==> src/rtl/mem_lsu.sv <==
// mem_lsu: load/store unit between the M stage and a req/ack data memory.
// One outstanding access at a time; the upstream pipeline is frozen via
// mem_stall until the memory answers or the TIMEOUT watchdog expires.
// Optional build macro LSU_MISALIGN_TRAP_EN: misaligned H/W accesses are
// trapped (misalign pulse, no bus request) instead of being force-aligned.
//
// state | meaning
// IDLE  | no access in flight; a request here launches one
// WAIT  | dm_req held high, waiting for dm_ack or timeout
// DONE  | one-cycle completion slot, stall released, no new access
module mem_lsu #(
    parameter int TIMEOUT = 16
) (
    input  logic        clk,
    input  logic        rst,
    input  logic [31:0] M_alu_out,
    input  logic [31:0] M_rs2_data,
    input  logic [2:0]  M_funct3,
    input  logic        M_mem_read,
    input  logic        M_mem_write,
    output logic        dm_req,
    output logic        dm_we,
    output logic [31:0] dm_addr,
    output logic [3:0]  dm_wstrb,
    output logic [31:0] dm_wdata,
    input  logic        dm_ack,
    input  logic [31:0] dm_rdata,
    output logic [31:0] ld_data,
    output logic        mem_stall,
    output logic        bus_err,
    output logic        misalign
);

    typedef enum logic [1:0] {IDLE, WAIT, DONE} state_t;

    localparam logic [7:0] TO_LAST = 8'(TIMEOUT - 1);

    state_t      state, state_n;
    logic [7:0]  wait_cnt;
    logic        req, is_store, is_byte, is_half, misaligned_acc, trap, timeout;
    logic [1:0]  off;
    logic [3:0]  wstrb_n;
    logic [31:0] wdata_n, load_val;
    logic [1:0]  off_q;
    logic        byte_q, half_q, uns_q, load_q;
    logic        misalign_q;
    logic [7:0]  rd_byte;
    logic [15:0] rd_half;

    // Decode the M-stage request: size, forced-alignment offset, strobes, lanes.
    always_comb begin
        req            = M_mem_read | M_mem_write;
        is_store       = M_mem_write;
        is_byte        = (M_funct3[1:0] == 2'b00);
        is_half        = (M_funct3[1:0] == 2'b01);
        misaligned_acc = (is_half & M_alu_out[0]) |
                         (!is_byte & !is_half & (M_alu_out[1:0] != 2'b00));
        off            = is_byte ? M_alu_out[1:0] :
                         is_half ? {M_alu_out[1], 1'b0} : 2'b00;
        wstrb_n        = !is_store ? 4'b0000 :
                         is_byte   ? (4'b0001 << off) :
                         is_half   ? (4'b0011 << off) : 4'b1111;
        wdata_n        = !is_store ? 32'h0 :
                         is_byte   ? {4{M_rs2_data[7:0]}} :
                         is_half   ? {2{M_rs2_data[15:0]}} : M_rs2_data;
`ifdef LSU_MISALIGN_TRAP_EN
        trap           = req & misaligned_acc;
`else
        trap           = 1'b0;
`endif
    end

    // Extract and extend the addressed lane of the returned word.
    always_comb begin
        rd_byte  = dm_rdata[{off_q, 3'b000} +: 8];
        rd_half  = dm_rdata[{off_q[1], 4'b0000} +: 16];
        load_val = dm_rdata;
        if (byte_q)
            load_val = {{24{~uns_q & rd_byte[7]}}, rd_byte};
        else if (half_q)
            load_val = {{16{~uns_q & rd_half[15]}}, rd_half};
    end

    // Next-state and stall logic; stall is forced low while in reset.
    always_comb begin
        state_n   = state;
        mem_stall = 1'b0;
        timeout   = 1'b0;
        case (state)
            IDLE: begin
                if (req) begin
                    mem_stall = 1'b1;
                    state_n   = trap ? DONE : WAIT;
                end
            end
            WAIT: begin
                mem_stall = 1'b1;
                if (dm_ack) begin
                    state_n = DONE;
                end else if (wait_cnt == TO_LAST) begin
                    timeout = 1'b1;
                    state_n = DONE;
                end
            end
            DONE:    state_n = IDLE;
            default: state_n = IDLE;
        endcase
        if (rst)
            mem_stall = 1'b0;
    end

    assign dm_req   = (state == WAIT);
    assign misalign = misalign_q;

    // State register, request capture, watchdog counter and load result.
    always_ff @(posedge clk) begin
        if (rst) begin
            state      <= IDLE;
            dm_we      <= 1'b0;
            dm_addr    <= 32'h0;
            dm_wstrb   <= 4'b0000;
            dm_wdata   <= 32'h0;
            ld_data    <= 32'h0;
            bus_err    <= 1'b0;
            misalign_q <= 1'b0;
            wait_cnt   <= 8'h0;
            off_q      <= 2'b00;
            byte_q     <= 1'b0;
            half_q     <= 1'b0;
            uns_q      <= 1'b0;
            load_q     <= 1'b0;
        end else begin
            state      <= state_n;
            bus_err    <= timeout;
            misalign_q <= (state == IDLE) & trap;
            case (state)
                IDLE: begin
                    if (req && !trap) begin
                        dm_addr  <= {M_alu_out[31:2], 2'b00};
                        dm_we    <= is_store;
                        dm_wstrb <= wstrb_n;
                        dm_wdata <= wdata_n;
                        off_q    <= off;
                        byte_q   <= is_byte;
                        half_q   <= is_half;
                        uns_q    <= M_funct3[2];
                        load_q   <= !is_store;
                        wait_cnt <= 8'h0;
                    end else if (trap && !is_store) begin
                        ld_data  <= 32'h0;
                    end
                end
                WAIT: begin
                    if (dm_ack) begin
                        if (load_q)
                            ld_data <= load_val;
                    end else if (timeout) begin
                        ld_data <= 32'h0;
                    end else begin
                        wait_cnt <= wait_cnt + 8'h1;
                    end
                end
                default: ;
            endcase
        end
    end

endmodule

==> config.mk <==
export PLATFORM = sky130hd
export DESIGN_NAME = mem_lsu
export DESIGN_NICKNAME = d
export VERILOG_FILES = /design/src/rtl/mem_lsu.sv
export SDC_FILE = /design/constraint.sdc
export NUM_CORES = 1
export LEC_CHECK = 0
export ABC_AREA = 1
export CAP_MARGIN = 20
export CORE_ASPECT_RATIO = 1.4
export CORE_MARGIN = 2
export CORE_UTILIZATION = 44
export CTS_CLUSTER_DIAMETER = 150
export DETAILED_ROUTE_END_ITERATION = 10
export MAX_ROUTING_LAYER = met4
export PLACE_DENSITY = 0.8
export RECOVER_POWER = 25
export SLEW_MARGIN = 5
export SYNTH_ARGS = -nofsm -noshare
export SYNTH_HDL_FRONTEND = slang
export SYNTH_SLANG_ARGS = --single-unit
==> constraint.sdc <==
create_clock -name clk -period 1.6 [get_ports clk]
set_clock_uncertainty 0.05 [all_clocks]
set_input_delay 0.32 -clock clk [delete_from_list [all_inputs] [get_ports clk]]
set_output_delay 0.32 -clock clk [all_outputs]
set_load 0.005 [all_outputs]
==> run metrics <==
Final HPWL DP 12400 um; worst-skew pair later-pin latency 0.40 ns; max cap viols 0; Critical Path AT 1.19 ns; starting density of the core 0.449; Place WS -0.341 ns; combinational share of power 0.178; worst slew pin tran 0.530 ns; # setup viols final 0; GP Congestion 0.874; CTS sink cnt 116; Leak 4.00 nW; CP Data Required Time 1.23 ns; number of global-route vias before repair 5481; initial antenna violation count 0; via-per-instance ratio 5.12; largest net degree at the start of global routing 35; Switching Share 0.251; Seq/Total Area, Yosys 0.423; FP Rows 48; top cell type's share of synthesized area 0.423; crit-path cells clkdlybuf4s50_1; unrepaired setup endpoints after global routing true; width of the die 98.5 um; multi-input logic area 2640 sq um; 1st-iter DRT viols 313; Clk pwr share 0.475; CTS buffer count 17; worst-case reg-to-reg path depth 7; synth warn 0; Min Clock Period, post-route 1.56 ns; overflow left after global routing 0; final period utilization 0.977; most common library cell in the layout ignoring fill and taps nand2_1; CP Buf/Inv Count 1; max incr delay on CP 0.49 ns; Layout area overhead 55.9%; Max stage delay cell, worst path clkdlybuf4s50_1; relative slew slack 0.646; CTS max path bufs 2; Layout Nets 1103; library cells used by synthesis 39; Crit Path Category flop to output port; Post-DRT Antenna Nets 0; First-pass DRT Iterations 8; worst hold-check path type flop to flop; Design Power 9.23 mW; Placed Area 7980 sq um; critical-path maximum fanout 1; first-pass GRT wire length 26500 um; GRT Util Overall 0.253; via count 5937; CTS hold repair buffers 0; CTS tree yes; Top Family by Delay on Critical Path buffers and inverters; Slew Limit Fails 0; CTS root buf clkbuf_16; P_int 6.91 mW; crit end category output port; #FFs+latches synth 116; HP Start dm_we$_SDFFE_PP0P_; H-tree depth 4; Reg power frac 0.347; num ports 209; hold path depth 2; WHS 0.398 ns; P_sw 2.32 mW; RR Startpoint wait_cnt[1]$_SDFFE_PP0P_; WL/cell 14.7 um; Hold EP dm_we$_SDFFE_PP0P_; Peak VDD IR 0.000770 V; IO Port Bufs 205; final WL 17100 um; layout cells sized above 1 0.145; Cell Area, Synth 5500 sq um; cells after synthesis 762; reg2reg setup slack 0.10 ns; Die ar. 13400 sq um; Startpoint Class flop; setup slack after layout 0.0367 ns; # diodes 0; fin area 8570 sq um; cell taking the most area after synthesis dfxtp_1; Critical R2R Capture ld_data[9]$_SDFFE_PP0P_; die height 136 um; Fmax achieved 640 MHz; number of fill cells in the layout 1040; clock-pin slew on the worst setup and hold paths 0.05 ns; Final Hold Viols 0; most frequent cells in the layout nand2_1, dfxtp_1, clkdlybuf4s50_1, dlygate4sd2_1, nor2_1; core area 12300 sq um; leading cell types by total area after synthesis dfxtp_1, nand2_1, o21ai_0; power density cells 1080 nW/um^2; outcome finished clean; syn_area_per_cell 7.21 sq um; Residual DRC 0; Reg area 2330 sq um
-- state kept, by name, summed over array words and instances (netlist names) --
signal and count:
state 2, half_q 1, wait_cnt 8, uns_q 1, dm_addr 30, dm_wstrb 4
ld_data 32, dm_wdata 32, byte_q 1, bus_err 1, load_q 1, off_q 2
dm_we 1
-- cell type report --
cell class | count | share of cell area
multi-input combinational | 538 | 0.309
timing repair buffer | 268 | 0.292
sequential | 116 | 0.272
clock buffer | 20 | 0.0533
clock inverter | 12 | 0.0264
inverter | 56 | 0.0250
tap | 150 | 0.0219
-- power groups by stage --
stage / Combinational [mW] / Sequential (mW) / Clock (mW)
4_1_cts: 1.64 / 3.20 / 4.43
3_5_place_dp: 1.74 / 3.26 / 0
2_1_floorplan: 0.818 / 3.26 / 0
3_3_place_gp: 1.72 / 3.26 / 0
6_report: 1.64 / 3.20 / 4.39
5_1_grt: 1.81 / 3.22 / 4.57
-- kinds of logic after synthesis --
family | count (synthesis) | synth area share
and+or+nand+nor | 327 | 0.265
adders and majority gates | 2 | 0.00455
xor gates and xnor gates | 2 | 0.00319
AOI/OAI and AO/OA | 204 | 0.202
DFF | 116 | 0.423
other | 1 | 0.000682
buffers and inverters | 110 | 0.102
-- worst max-delay path by stage --
stage / from / endpoint / slack [ns] / cells after the start
6_report: bus_err$_SDFF_PP0_ / bus_err / 0.04 / 1
5_1_grt: state[0]$_SDFFE_PP0P_ / mem_stall / -0.05 / 5
4_1_cts: state[1]$_SDFFE_PP0P_ / mem_stall / 0.005 / 4
3_5_place_dp: M_mem_write / mem_stall / -0.34 / 4
3_3_place_gp: M_mem_write / mem_stall / -0.32 / 4
2_1_floorplan: wait_cnt[0]$_SDFFE_PP0P_ / ld_data[24]$_SDFFE_PP0P_ / 0.15 / 7
-- synth_stat cells --
| cell | count |
|---|---|
| xnor2_1 | 1 |
| clkbuf_1 | 13 |
| nor2_2 | 3 |
| clkbuf_2 | 2 |
| nor3_1 | 2 |
| nand3_2 | 2 |
| nand3_1 | 82 |
| o21ai_1 | 20 |
| nor2_1 | 98 |
| o31ai_1 | 1 |
| buf_8 | 1 |
| buf_6 | 9 |
| nand2_2 | 2 |
| nor2_4 | 2 |
| a21oi_1 | 70 |
| a21oi_2 | 3 |
| o21ai_4 | 2 |
| inv_2 | 7 |
| o21ai_0 | 87 |
| o21ai_2 | 3 |
| o22ai_1 | 1 |
| conb_1 | 1 |
| nor2_8 | 1 |
| ha_1 | 2 |
| o211ai_1 | 9 |
| xor2_1 | 1 |
| nand2_4 | 4 |
| or2_2 | 8 |
| nand4_1 | 1 |
| buf_2 | 19 |
| clkinv_2 | 1 |
| clkinv_1 | 3 |
| nand2_1 | 121 |
| buf_4 | 10 |
| inv_4 | 1 |
| nand3_4 | 1 |
| dfxtp_1 | 116 |
| a211oi_1 | 8 |
| inv_1 | 44 |
-- metal layers --
layer / up-vias / part of all wire / track usage
met5: - / 0 / -
met4: 0 / 0.020 / 0.0830
met3: 30 / 0.062 / 0.0617
met2: 215 / 0.54 / 0.463
met1: 2709 / 0.38 / 0.266
li1: 2983 / - / -
-- timing repair --
action                                  4_1_cts  5_1_grt
pin swaps                                     2        2
endpoints found under the setup margin      101       29
gates resized for setup                     112        5
setup buffers                                 1        0
-- stage by stage --
step           utilization  cells  TNS [ns]
2_1_floorplan            -    764         0
3_3_place_gp         0.651   1127    -18.00
3_5_place_dp         0.651   1127    -20.99
4_1_cts              0.698   1160         0
5_1_grt              0.699   1160   -0.0810
6_report             0.699   1160         0
(Power assumes the default switching activity.)
